[config.mk]
export PLATFORM = sky130hd
export DESIGN_NAME = ram_bus_arbiter
export DESIGN_NICKNAME = d
export VERILOG_FILES = /design/src/rtl/ram_arb_pkg.sv /design/src/rtl/ram_arb_select.sv /design/src/rtl/ram_bus_arbiter.sv
export SDC_FILE = /design/constraint.sdc
export NUM_CORES = 1
export LEC_CHECK = 0
export CAP_MARGIN = 5
export CORE_UTILIZATION = 50
export DETAILED_ROUTE_END_ITERATION = 8
export DONT_BUFFER_PORTS = 1
export PLACE_DENSITY = 0.67
export SLEW_MARGIN = 40
export SYNTH_ARGS = -nofsm -noshare
export SYNTH_HDL_FRONTEND = slang
export SYNTH_SLANG_ARGS = --single-unit
[constraint.sdc]
create_clock -name bus_clk -period 1.5 [get_ports bus_clk]
set_clock_uncertainty 0.05 [all_clocks]
set_input_delay 0.075 -clock bus_clk [delete_from_list [all_inputs] [get_ports bus_clk]]
set_output_delay 0.075 -clock bus_clk [all_outputs]
set_load 0.05 [all_outputs]
[src/rtl/ram_arb_pkg.sv]
// Shared state encoding, grant encodings and default timing for the SDRAM port arbiter.
package ram_arb_pkg;

  typedef enum logic [1:0] {
    IDLE    = 2'd0,
    ACCESS  = 2'd1,
    RECOVER = 2'd2
  } arb_state_e;

  localparam logic REQ_UPLOAD = 1'b0;
  localparam logic REQ_CPU    = 1'b1;

  localparam int unsigned ACCESS_CYCLES_DEFAULT = 2;

endpackage

[src/rtl/ram_arb_select.sv]
// Combinational winner selection between the loader DMA (r0) and the CPU (r1).
module ram_arb_select
  import ram_arb_pkg::*;
(
  input  logic r0_req,
  input  logic r1_req,
  input  logic last_grant,
  output logic valid,
  output logic winner
);

  always_comb begin
    valid  = r0_req | r1_req;
    winner = REQ_UPLOAD;
    // On contention the side that did not own the previous access goes next
    if (r0_req && r1_req) begin
      winner = ~last_grant;
    end else if (r1_req) begin
      winner = REQ_CPU;
    end
  end

endmodule

[src/rtl/ram_bus_arbiter.sv]
// Serialises r0 (loader DMA) and r1 (CPU) byte accesses onto the shared SDRAM port.
// Define RAM_ARB_ROUND_ROBIN_EN to alternate grants under contention; otherwise r0 has fixed priority.
module ram_bus_arbiter
  import ram_arb_pkg::*;
#(
  parameter int unsigned ADDR_W        = 21,
  parameter int unsigned ACCESS_CYCLES = ACCESS_CYCLES_DEFAULT
) (
  input  logic              bus_clk,
  input  logic              bus_reset_n,
  input  logic              r0_req,
  input  logic              r0_write,
  input  logic [ADDR_W-1:0] r0_addr,
  input  logic [7:0]        r0_wdata,
  output logic              r0_ack,
  output logic [7:0]        r0_rdata,
  input  logic              r1_req,
  input  logic              r1_write,
  input  logic [ADDR_W-1:0] r1_addr,
  input  logic [7:0]        r1_wdata,
  output logic              r1_ack,
  output logic [7:0]        r1_rdata,
  output logic              mem_enable,
  output logic              mem_write,
  output logic [ADDR_W-1:0] mem_address,
  output logic [7:0]        mem_wdata,
  input  logic [15:0]       mem_rdata,
  output logic              grant,
  output logic              busy
);

  localparam int unsigned      CNT_W    = $clog2(ACCESS_CYCLES + 1);
  localparam logic [CNT_W-1:0] CNT_LAST = CNT_W'(ACCESS_CYCLES - 1);

  arb_state_e        r_state, w_state_nxt;
  logic [CNT_W-1:0]  r_cnt, w_cnt_nxt;
  logic              r_mem_enable, w_mem_enable_nxt;
  logic              r_mem_write, w_mem_write_nxt;
  logic [ADDR_W-1:0] r_mem_address, w_mem_address_nxt;
  logic [7:0]        r_mem_wdata, w_mem_wdata_nxt;
  logic              r_grant, w_grant_nxt;
  logic              r_busy, w_busy_nxt;
  logic              r_r0_ack, w_r0_ack_nxt;
  logic              r_r1_ack, w_r1_ack_nxt;
  logic [7:0]        r_r0_rdata, w_r0_rdata_nxt;
  logic [7:0]        r_r1_rdata, w_r1_rdata_nxt;

  logic              w_valid;
  logic              w_winner;
  logic              w_last_grant;
  logic              w_unused_rdata_hi;

  // The SDRAM word is driven with the byte duplicated; only the low lane carries our data
  assign w_unused_rdata_hi = ^mem_rdata[15:8];

`ifdef RAM_ARB_ROUND_ROBIN_EN
  logic r_last_grant, w_last_grant_nxt;

  assign w_last_grant     = r_last_grant;
  assign w_last_grant_nxt = (r_state == IDLE && w_valid) ? w_winner : r_last_grant;

  always_ff @(posedge bus_clk or negedge bus_reset_n) begin
    if (!bus_reset_n) begin
      r_last_grant <= 1'b0;
    end else begin
      r_last_grant <= w_last_grant_nxt;
    end
  end
`else
  // Pretending r1 always went last makes every tie resolve to r0
  assign w_last_grant = REQ_CPU;
`endif

  ram_arb_select u_select (
    .r0_req     (r0_req),
    .r1_req     (r1_req),
    .last_grant (w_last_grant),
    .valid      (w_valid),
    .winner     (w_winner)
  );

  // Next-state and next-output logic
  always_comb begin
    w_state_nxt       = r_state;
    w_cnt_nxt         = r_cnt;
    w_mem_enable_nxt  = r_mem_enable;
    w_mem_write_nxt   = r_mem_write;
    w_mem_address_nxt = r_mem_address;
    w_mem_wdata_nxt   = r_mem_wdata;
    w_grant_nxt       = r_grant;
    w_r0_ack_nxt      = 1'b0;
    w_r1_ack_nxt      = 1'b0;
    w_r0_rdata_nxt    = r_r0_rdata;
    w_r1_rdata_nxt    = r_r1_rdata;

    case (r_state)
      IDLE: begin
        if (w_valid) begin
          w_state_nxt       = ACCESS;
          w_cnt_nxt         = '0;
          w_mem_enable_nxt  = 1'b1;
          w_grant_nxt       = w_winner;
          w_mem_write_nxt   = (w_winner == REQ_CPU) ? r1_write : r0_write;
          w_mem_address_nxt = (w_winner == REQ_CPU) ? r1_addr  : r0_addr;
          w_mem_wdata_nxt   = (w_winner == REQ_CPU) ? r1_wdata : r0_wdata;
        end
      end

      ACCESS: begin
        w_cnt_nxt = r_cnt + CNT_W'(1);
        if (r_cnt == CNT_LAST) begin
          w_state_nxt      = RECOVER;
          w_mem_enable_nxt = 1'b0;
          w_mem_write_nxt  = 1'b0;
          if (r_grant == REQ_CPU) begin
            w_r1_ack_nxt = 1'b1;
            if (!r_mem_write) w_r1_rdata_nxt = mem_rdata[7:0];
          end else begin
            w_r0_ack_nxt = 1'b1;
            if (!r_mem_write) w_r0_rdata_nxt = mem_rdata[7:0];
          end
        end
      end

      RECOVER: begin
        w_state_nxt = IDLE;
      end

      default: begin
        w_state_nxt = IDLE;
      end
    endcase

    w_busy_nxt = (w_state_nxt != IDLE);
  end

  always_ff @(posedge bus_clk or negedge bus_reset_n) begin
    if (!bus_reset_n) begin
      r_state       <= IDLE;
      r_cnt         <= '0;
      r_mem_enable  <= 1'b0;
      r_mem_write   <= 1'b0;
      r_mem_address <= '0;
      r_mem_wdata   <= '0;
      r_grant       <= 1'b0;
      r_busy        <= 1'b0;
      r_r0_ack      <= 1'b0;
      r_r1_ack      <= 1'b0;
      r_r0_rdata    <= '0;
      r_r1_rdata    <= '0;
    end else begin
      r_state       <= w_state_nxt;
      r_cnt         <= w_cnt_nxt;
      r_mem_enable  <= w_mem_enable_nxt;
      r_mem_write   <= w_mem_write_nxt;
      r_mem_address <= w_mem_address_nxt;
      r_mem_wdata   <= w_mem_wdata_nxt;
      r_grant       <= w_grant_nxt;
      r_busy        <= w_busy_nxt;
      r_r0_ack      <= w_r0_ack_nxt;
      r_r1_ack      <= w_r1_ack_nxt;
      r_r0_rdata    <= w_r0_rdata_nxt;
      r_r1_rdata    <= w_r1_rdata_nxt;
    end
  end

  assign mem_enable  = r_mem_enable;
  assign mem_write   = r_mem_write;
  assign mem_address = r_mem_address;
  assign mem_wdata   = r_mem_wdata;
  assign grant       = r_grant;
  assign busy        = r_busy;
  assign r0_ack      = r_r0_ack;
  assign r1_ack      = r_r1_ack;
  assign r0_rdata    = r_r0_rdata;
  assign r1_rdata    = r_r1_rdata;

  // Port-level invariants the SDRAM side relies on
  a_we_needs_oe : assert property (@(posedge bus_clk) disable iff (!bus_reset_n)
    mem_write |-> mem_enable);
  a_single_ack  : assert property (@(posedge bus_clk) disable iff (!bus_reset_n)
    !(r0_ack && r1_ack));

endmodule

## Yosys cells after proc, flatten, opt, wreduce, memory -nomap -nowiden

Cells that the tools add are included.

| word-level totals | value |
|---|---|
| register bits | 55 |

| operators by class | value |
|---|---|
| $add $sub $neg | 1 |
| equal/unequal tests | 4 |
| multiplexer cells | 21 |
| bitwise gates (word level) | 3 |
| reduce and logical (&&, ||, !) cells | 9 |

Operator list:

| cell | count |
|---|---|
| 21-bit 2-to-1 mux | 1 |
| 1-bit 2-to-1 mux | 12 |
| 8-bit 2-to-1 mux | 1 |
| 2-bit one-hot mux with 2 select lines | 2 |
| 4-bit AND reduction | 2 |
| 2-bit 2-to-1 mux | 3 |
| 2-bit by 1-bit equality test with 1-bit output (second input constant) | 2 |
| 1-bit one-hot mux with 2 select lines | 2 |
| 2-bit AND reduction | 2 |
| 2-bit nonzero test | 2 |
| 3-bit AND reduction | 1 |
| 2-bit by 1-bit adder with 2-bit output (second input constant) | 1 |
| 2-bit logical NOT | 1 |
| 2-bit by 1-bit != test with 1-bit output (second input constant) | 1 |
| 2-bit != test (second input constant) | 1 |
| 1-bit NOT | 2 |
| 1-bit logical AND | 1 |
| 1-bit OR | 1 |

## Longest topological paths before layout

Gate-level depths: netlist of run 1.

| logic depth | value |
|---|---|
| depth after elaboration | 5 |
| gate-level depth with buffers | 5 |
| depth with buffers taken out | 5 |

## Cells and area by module

Synthesis of run 1 repeated with hierarchy kept, for this count alone.

| second synthesis, totals | value |
|---|---|
| cell total of the unflattened synthesis | 195 |
| area total of the unflattened synthesis | 2,358.5 um^2 |

By module, submodules not included:

| module | times used | cells an instance | area an instance (um^2) | seq. area each (um^2) |
|---|---|---|---|---|
| ram_bus_arbiter | 1 | 193 | 2,344.7 | 1,376.3 |
| ram_arb_select | 1 | 2 | 13.8 | 0.0 |

## Worst setup path before layout of run 1

OpenSTA, ideal clock, no wires.

| path | value |
|---|---|
| path type | register -> register |
| from | register r_grant (netlist: grant) |
| to | register r_r1_rdata[0] (netlist: r1_rdata[0]) |
| arrival time | 1.569 ns |
| required time | 1.325 ns |
| slack | -0.244 ns |
| stages on the path, launching flop included | 4 |
| clock period less this slack | 1.744 ns |
| cells stage by stage | dfrtp_1 > inv_1 > nor3_4 > mux2_2 |

| on the way | value |
|---|---|
| cells in the longest elaborated chain, start to end | 1 |

Ends and longest elaborated chain:

| item | RTL line | text |
|---|---|---|
| start, declared | ram_bus_arbiter.sv:41 | `logic r_grant, w_grant_nxt;` |
| start signal, assigned | ram_bus_arbiter.sv:158 | `r_grant <= w_grant_nxt;` |
| 4-bit AND reduction (no line) | - |  |
| end signal, assigned | ram_bus_arbiter.sv:163 | `r_r1_rdata <= w_r1_rdata_nxt;` |
| end, declared | ram_bus_arbiter.sv:46 | `logic [7:0] r_r1_rdata, w_r1_rdata_nxt;` |

Every way passes these cells.
A chain may end at the register's enable or synchronous reset.

## Final worst setup path of run 1

| path | value |
|---|---|
| from | register r_cnt[1] |
| to | register r_r0_rdata[6] (netlist: r0_rdata[6]) |

| on the way | value |
|---|---|
| cells in the longest elaborated chain, start to end | 2 |

Ends and longest elaborated chain:

| item | RTL line | text |
|---|---|---|
| start, declared | ram_bus_arbiter.sv:36 | `logic [CNT_W-1:0] r_cnt, w_cnt_nxt;` |
| start signal, assigned | ram_bus_arbiter.sv:153 | `r_cnt <= w_cnt_nxt;` |
| 2-bit by 1-bit equality test with 1-bit output | ram_bus_arbiter.sv:111 | `if (r_cnt == CNT_LAST) begin` |
| 4-bit AND reduction (no line) | - |  |
| end signal, assigned | ram_bus_arbiter.sv:162 | `r_r0_rdata <= w_r0_rdata_nxt;` |
| end, declared | ram_bus_arbiter.sv:45 | `logic [7:0] r_r0_rdata, w_r0_rdata_nxt;` |

Every way passes these cells.

==> results by group, run 1 <==
STA
  • Max Slew Vio Count: 0
  • Final min period: 1590 ps
  • Fin Setup TNS: -1060 ps
  • Max_slew headroom: 68.8%
  • Worst-Margin Slew: 467 ps
  • Period utilisation layout: 106%
  • Final Hold Fails: 0
  • # setup viols final: 17
  • RSZ-0062 raised after global routing: yes
  • PnR worst setup slack: -87.3 ps
  • Max Fclk: 630 MHz

Yosys
  • Syn. warnings: 0
  • Cell variety after synth: 20
  • Synthesized instance count: 166
  • Most common cell in the synthesized netlist: dfrtp_1
  • Post-synth EDFFs: 0
  • Seq/Total Area, Yosys: 51.3%
  • Mapped Nets: 248
  • Synth area leader: dfrtp_1
  • Main synth FF type: dfrtp_1
  • Post-synth ARST share: 100%
  • Most frequent cells after synthesis: dfrtp_1 (55), mux2_4 (49), mux2_2 (25)
  • Top-area cell type share of the netlist area: 51.3%
  • Cell Area, Synth: 2690 um^2
  • Synthesis-stage register bit count: 55
  • Synth Area per Inst: 16.2 um^2
  • Area contributors post-synth: dfrtp_1 (51%), mux2_4 (27%), mux2_2 (10%), buf_6 (2.5%), nor3_4 (1.2%)

Detailed routing
  • Drt wl/cell: 18.6 um
  • DRC: 0
  • Via density per instance: 5.19
  • Wirelength, routed: 6.73 mm
  • DRT iter0 DRCs: 62
  • Post-DRT Antenna Nets: 0
  • Drt first pass iters: 4
  • Vias: 1,874

Floorplanning
  • Die area: 5670 um^2
  • I/O pins: 131
  • Die Height: 75.3 um
  • Die X: 75.3 um
  • Initial Util: 52.2%
  • Core area: 5140 um^2
  • Core Rows: 26

Placement
  • Post-place instance area: 3180 um^2
  • Routability cong.: 0.751
  • Port Buf Inserts: 0
  • Post-place setup slack: -76.6 ps
  • DP Wirelength: 3.70 mm
  • Placed insts: 284

Final layout
  • Area growth from synthesis to layout: 50.7%
  • Total Nets Final: 372
  • FILL cells: 290
  • Antenna cell count: 0
  • Multi-input gate area: 1280 um^2
  • Sequential cell area: 1380 um^2
  • Design area: 4050 um^2
  • Share of layout cells above drive strength 1: 53.6%
  • Non-Filler Instances: 361

CTS
  • Clock buffer depth: 2
  • Max H-tree Level: 2
  • Worst-Skew Late Latency: 300 ps
  • Clock-pin slew on the worst setup and hold paths: 100 ps
  • CTS tree: built
  • CTS buffer count: 5
  • TritonCTS sink count: 55
  • CTS Root Buffer Type: clkbuf_8

Setup path
  • Critical Path End Type: flop
  • CP required: 1630 ps
  • Critical Path Fanout Max: 8
  • Nature of the critical path startpoint: flop
  • Critical Path AT: 1720 ps
  • Critical path type: flop to flop

GRT
  • Initial antenna violation count: 0
  • Vias in the first global route: 1,945
  • Total global-route track usage: 23.6%
  • GRT overflow: 0
  • Largest net degree at the start of global routing: 56
  • First-pass GRT wire length: 9.73 mm

Worst hold path
  • Worst min path class: input pin to flop

Power
  • Leakage: 1.96 nW
  • Worst IR drop on VDD: 1360 uV
  • Tot Pwr: 0.00982 W
  • PD cells: 2430 nW/um^2

Outcome
  • Failing checks: negative setup slack
  • Status: complete, but fails checks

Flow run
  • Maxcap violations: 0
-- metrics by stage --
stage               utilization (%)  hold WS, ps
finish                         78.7         9.15
detailed placement             61.9         -269
global placement               61.9         -270
global route                   78.7       -0.430
CTS                            76.6         1.97
floorplan                         -         -271
-- worst max-delay path: stages, from the launching register on --
cell      delay (ps)
dfrtp_1          410
inv_2             90
ha_4             150
nand3b_4         110
nor3_4           170
buf_12           150
mux2_2           330
-- final timing paths --
check,start,end,slack [ps],cells past startpoint
worst max-delay path,r_cnt[1],r0_rdata[6],-90,6
worst min-delay path,r0_addr[14],mem_address[14],9,2
worst max register to register,r_cnt[1],r0_rdata[6],-90,6
worst min register to register,r0_rdata[0],r0_rdata[0],470,1
max in group asynchronous,bus_reset_n,mem_address[2],910,2
min in group asynchronous,bus_reset_n,r0_rdata[2],270,2
-- final cells by class --
class                   instances  area share, %
repair buffers                123           29.6
inverters                       3          0.278
clock buffers                   7           2.13
well taps                      70           2.16
multi-input cells             102           31.7
flip-flops and latches         55           34.1
clock inverters                 1          0.124
-- kinds of logic (layout without fill, tap and decap cells) --
kind of cell    after synthesis  count (layout)  share of synthesized area (%)
flops                        55              55                           51.3
fa+ha+maj                     2               2                          0.932
mux                          76              76                           38.6
simple gates                 16              16                           4.57
compound gates                8               8                           1.68
buf+inv                       9             134                           2.94
-- sequential cells by signal, summed over array words and instances (netlist names), 2 cells and up --
name	flops
r_state	2
r0_rdata	8
mem_wdata	8
r_cnt	2
r1_rdata	8
mem_address	21
-- placed cells by master (no fill, tap or decap) --
cell	n
a21oi_1	2
buf_12	4
buf_16	2
buf_4	56
clkbuf_1	1
clkbuf_16	2
clkbuf_8	6
clkinv_2	1
dfrtp_1	53
dfrtp_2	2
dlygate4sd3_1	59
ha_1	1
ha_4	1
inv_1	1
inv_2	2
mux2_2	16
mux2_4	58
mux2i_1	2
nand2_1	5
nand2b_1	1
nand2b_4	1
nand3b_1	1
nand3b_4	1
nor2_1	3
nor2b_1	1
nor3_4	2
o21a_4	1
o21ai_0	4
o22ai_1	1
or2_2	1
-- where the power goes --
part           switching, W  internal [W]  leakage (nW)
logic               0.00355       0.00258          1.25
clock network      0.000449      0.000374        0.0482
registers          0.000643       0.00223         0.654
total               0.00464       0.00518          1.96
-- repair_timing --
item | CTS | global route
buffers inserted | 4 | 2
setup endpoints to repair | 21 | 45
hold endpoints to repair | 97 | 2
cloned | 1 | 2
pin swaps | 0 | 0
resized for setup | 8 | 1
hold buffers | 56 | 4
-- metal layers --
layer  GRT usage (%)  wire length [um]  vias to the layer above
met3            6.16               360                       10
li1                -                 -                      835
met1            28.2              2690                      940
met2            41.8              3590                       89
met5               0                 0                        -
met4            7.20                87                        0
Note: power is estimated with default switching activity, not from simulation.
==> run 2, diff against run 1 <==
--- a/config.mk
+++ b/config.mk
@@ -6,10 +6,12 @@
 export NUM_CORES = 1
 export LEC_CHECK = 0
 export CAP_MARGIN = 5
-export CORE_UTILIZATION = 50
+export CELL_PAD_IN_SITES_DETAIL_PLACEMENT = 1
+export CELL_PAD_IN_SITES_GLOBAL_PLACEMENT = 1
+export CORE_UTILIZATION = 44
 export DETAILED_ROUTE_END_ITERATION = 8
 export DONT_BUFFER_PORTS = 1
-export PLACE_DENSITY = 0.67
+export PLACE_DENSITY = 0.73
 export SLEW_MARGIN = 40
 export SYNTH_ARGS = -nofsm -noshare
 export SYNTH_HDL_FRONTEND = slang
==> results by group, run 2 (same netlist as run 1, synthesis figures left out) <==
Final layout
  • Design area: 4070 um^2
  • Commonest non-fill, non-tap cell in the layout: dlygate4sd3_1
  • Most frequent cells in the layout: dlygate4sd3_1 (67), mux2_4 (65), dfrtp_1 (53), buf_4 (53), mux2_2 (9)
  • Total Nets Final: 374
  • Area growth from synthesis to layout: 51.7%
  • FILL cells: 527
  • Final Util: 68.8%
  • Share of layout cells above drive strength 1: 51.2%
  • Largest register FFs: 21
  • Antenna cell count: 0

Outcome
  • Failing checks: negative setup slack
  • Status: complete, but fails checks

Setup path
  • Critical Path End Type: flop
  • Critical-path cell list: inv_2 > ha_4 > nand3b_4 > nor3_4 > buf_12 > mux2_4
  • R2r worst-path depth: 6
  • Critical Path AT: 1720 ps
  • Critical Path Fanout Max: 8
  • CP required: 1640 ps
  • Critical path endpoint: r1_rdata[7]
  • Slowest-stage cell, CP: dfrtp_1
  • Critical path type: flop to flop
  • Crit. path cell count: 6
  • Crit. Startpoint: r_cnt[1]
  • Crit path buf inv count: 2
  • FF-to-FF setup slack: -80 ps
  • Nature of the critical path startpoint: flop
  • Worst r2r src: r_cnt[1]
  • CP top delay family: flip-flops
  • Reg-to-Reg End: r1_rdata[7]
  • Crit-path max cell delay: 400 ps

Detailed routing
  • DRT iter0 DRCs: 61
  • Via density per instance: 5.08
  • DRC: 0
  • Drt wl/cell: 20.0 um
  • Wirelength, routed: 7.35 mm
  • Vias: 1,870
  • Drt first pass iters: 4
  • Post-DRT Antenna Nets: 0

STA
  • Max_slew headroom: 61.1%
  • # setup viols final: 25
  • Max Slew Vio Count: 0
  • RSZ-0062 raised after global routing: yes
  • PnR worst setup slack: -80.7 ps
  • WHS: 9.06 ps
  • Final Hold Fails: 0
  • Max Fclk: 633 MHz
  • Final min period: 1580 ps
  • Worst-Margin Slew: 583 ps
  • Period utilisation layout: 105%

GRT
  • GRT overflow: 0
  • First-pass GRT wire length: 11.4 mm
  • Vias in the first global route: 2,125
  • Largest net degree at the start of global routing: 56
  • Total global-route track usage: 24.3%
  • Initial antenna violation count: 0

Floorplanning
  • Initial Util: 45.4%
  • Die area: 6420 um^2
  • Die X: 80.1 um
  • Core Rows: 28
  • Core area: 5920 um^2
  • Die Height: 80.1 um
  • I/O pins: 131

CTS
  • Clock buffer depth: 2
  • CTS tree: built
  • Worst-Skew Late Latency: 300 ps
  • CTS buffer count: 5
  • TritonCTS sink count: 55
  • CTS Root Buffer Type: clkbuf_8
  • Clock-pin slew on the worst setup and hold paths: 100 ps
  • Max H-tree Level: 2

Flow run
  • Maxcap violations: 0

Power
  • Worst IR drop on VDD: 1780 uV
  • Leakage: 1.96 nW
  • PD cells: 2420 nW/um^2

Worst hold path
  • Worst min path class: input pin to flop

Placement
  • Post-place instance area: 3190 um^2
  • Routability cong.: 0.723
  • Port Buf Inserts: 0
  • DP Wirelength: 4.41 mm
run 2: cell types whose count changed in the layout (fill, tap and decap cells not counted), sizes merged:
cell / delta
bufinv: +1
buf: -4
clkbuf: -3
dlygate4sd3: +8
clkinv: -1
clkinvlp: +1
run 2: worst min-delay path by stage:
stage,cells past startpoint,endpoint,startpoint
after detailed placement,0,r1_ack,bus_reset_n
final,2,mem_address[4],r0_addr[4]
after global routing,2,mem_address[4],r0_addr[4]
after CTS,1,r1_rdata[6],mem_rdata[6]
after floorplan,0,busy,bus_reset_n
after global placement,0,r1_ack,bus_reset_n
run 2: per-stage QoR:
step | cells | TNS (ps) | total power [W] | setup WS, ps
6_report | 368 | -976 | 0.00986 | -80.7
5_1_grt | 368 | -2710 | 0.0103 | -120
4_1_cts | 366 | -671 | 0.00975 | -61.7
3_5_place_dp | 289 | -800 | 0.00847 | -64.7
3_3_place_gp | 289 | -9.21 | 0.00823 | -2.01
2_1_floorplan | 166 | -155 | 0.00682 | -25.8
run 2: metal layers:
| layer | GRT usage (%) | vias up | routed length (um) |
|---|---|---|---|
| li1 | - | 837 | - |
| met1 | 26.0 | 940 | 2750 |
| met2 | 46.7 | 85 | 4120 |
| met3 | 5.00 | 8 | 389 |
| met4 | 8.39 | 0 | 87 |
| met5 | 0 | - | 0 |
run 2: timing repair:
action,in CTS,in global routing
endpoints found under the hold margin,102,2
pin swaps,0,1
setup buffers,2,1
resized for setup,7,7
cloned,0,0
hold buffers,67,1
endpoints found under the setup margin,17,45
run 2: layout make-up:
| type | count | area (um^2) | share of cell area [%] |
|---|---|---|---|
| Clock buffer | 6 | 72.6 | 1.78 |
| Clock inverter | 2 | 37.5 | 0.922 |
| Inverter | 3 | 11.3 | 0.276 |
| Multi-Input combinational cell | 102 | 1300 | 32.0 |
| Sequential cell | 55 | 1380 | 33.9 |
| Tap cell | 75 | 93.8 | 2.30 |
| Timing Repair Buffer | 125 | 1180 | 28.9 |
run 2: where the power goes:
part / switching [W] / internal, W / total, W
Sequential: 0.000662 / 0.00223 / 0.00290
Combinational: 0.00353 / 0.00247 / 0.00600
Clock: 0.000468 / 0.000499 / 0.000967
Total: 0.00466 / 0.00520 / 0.00986
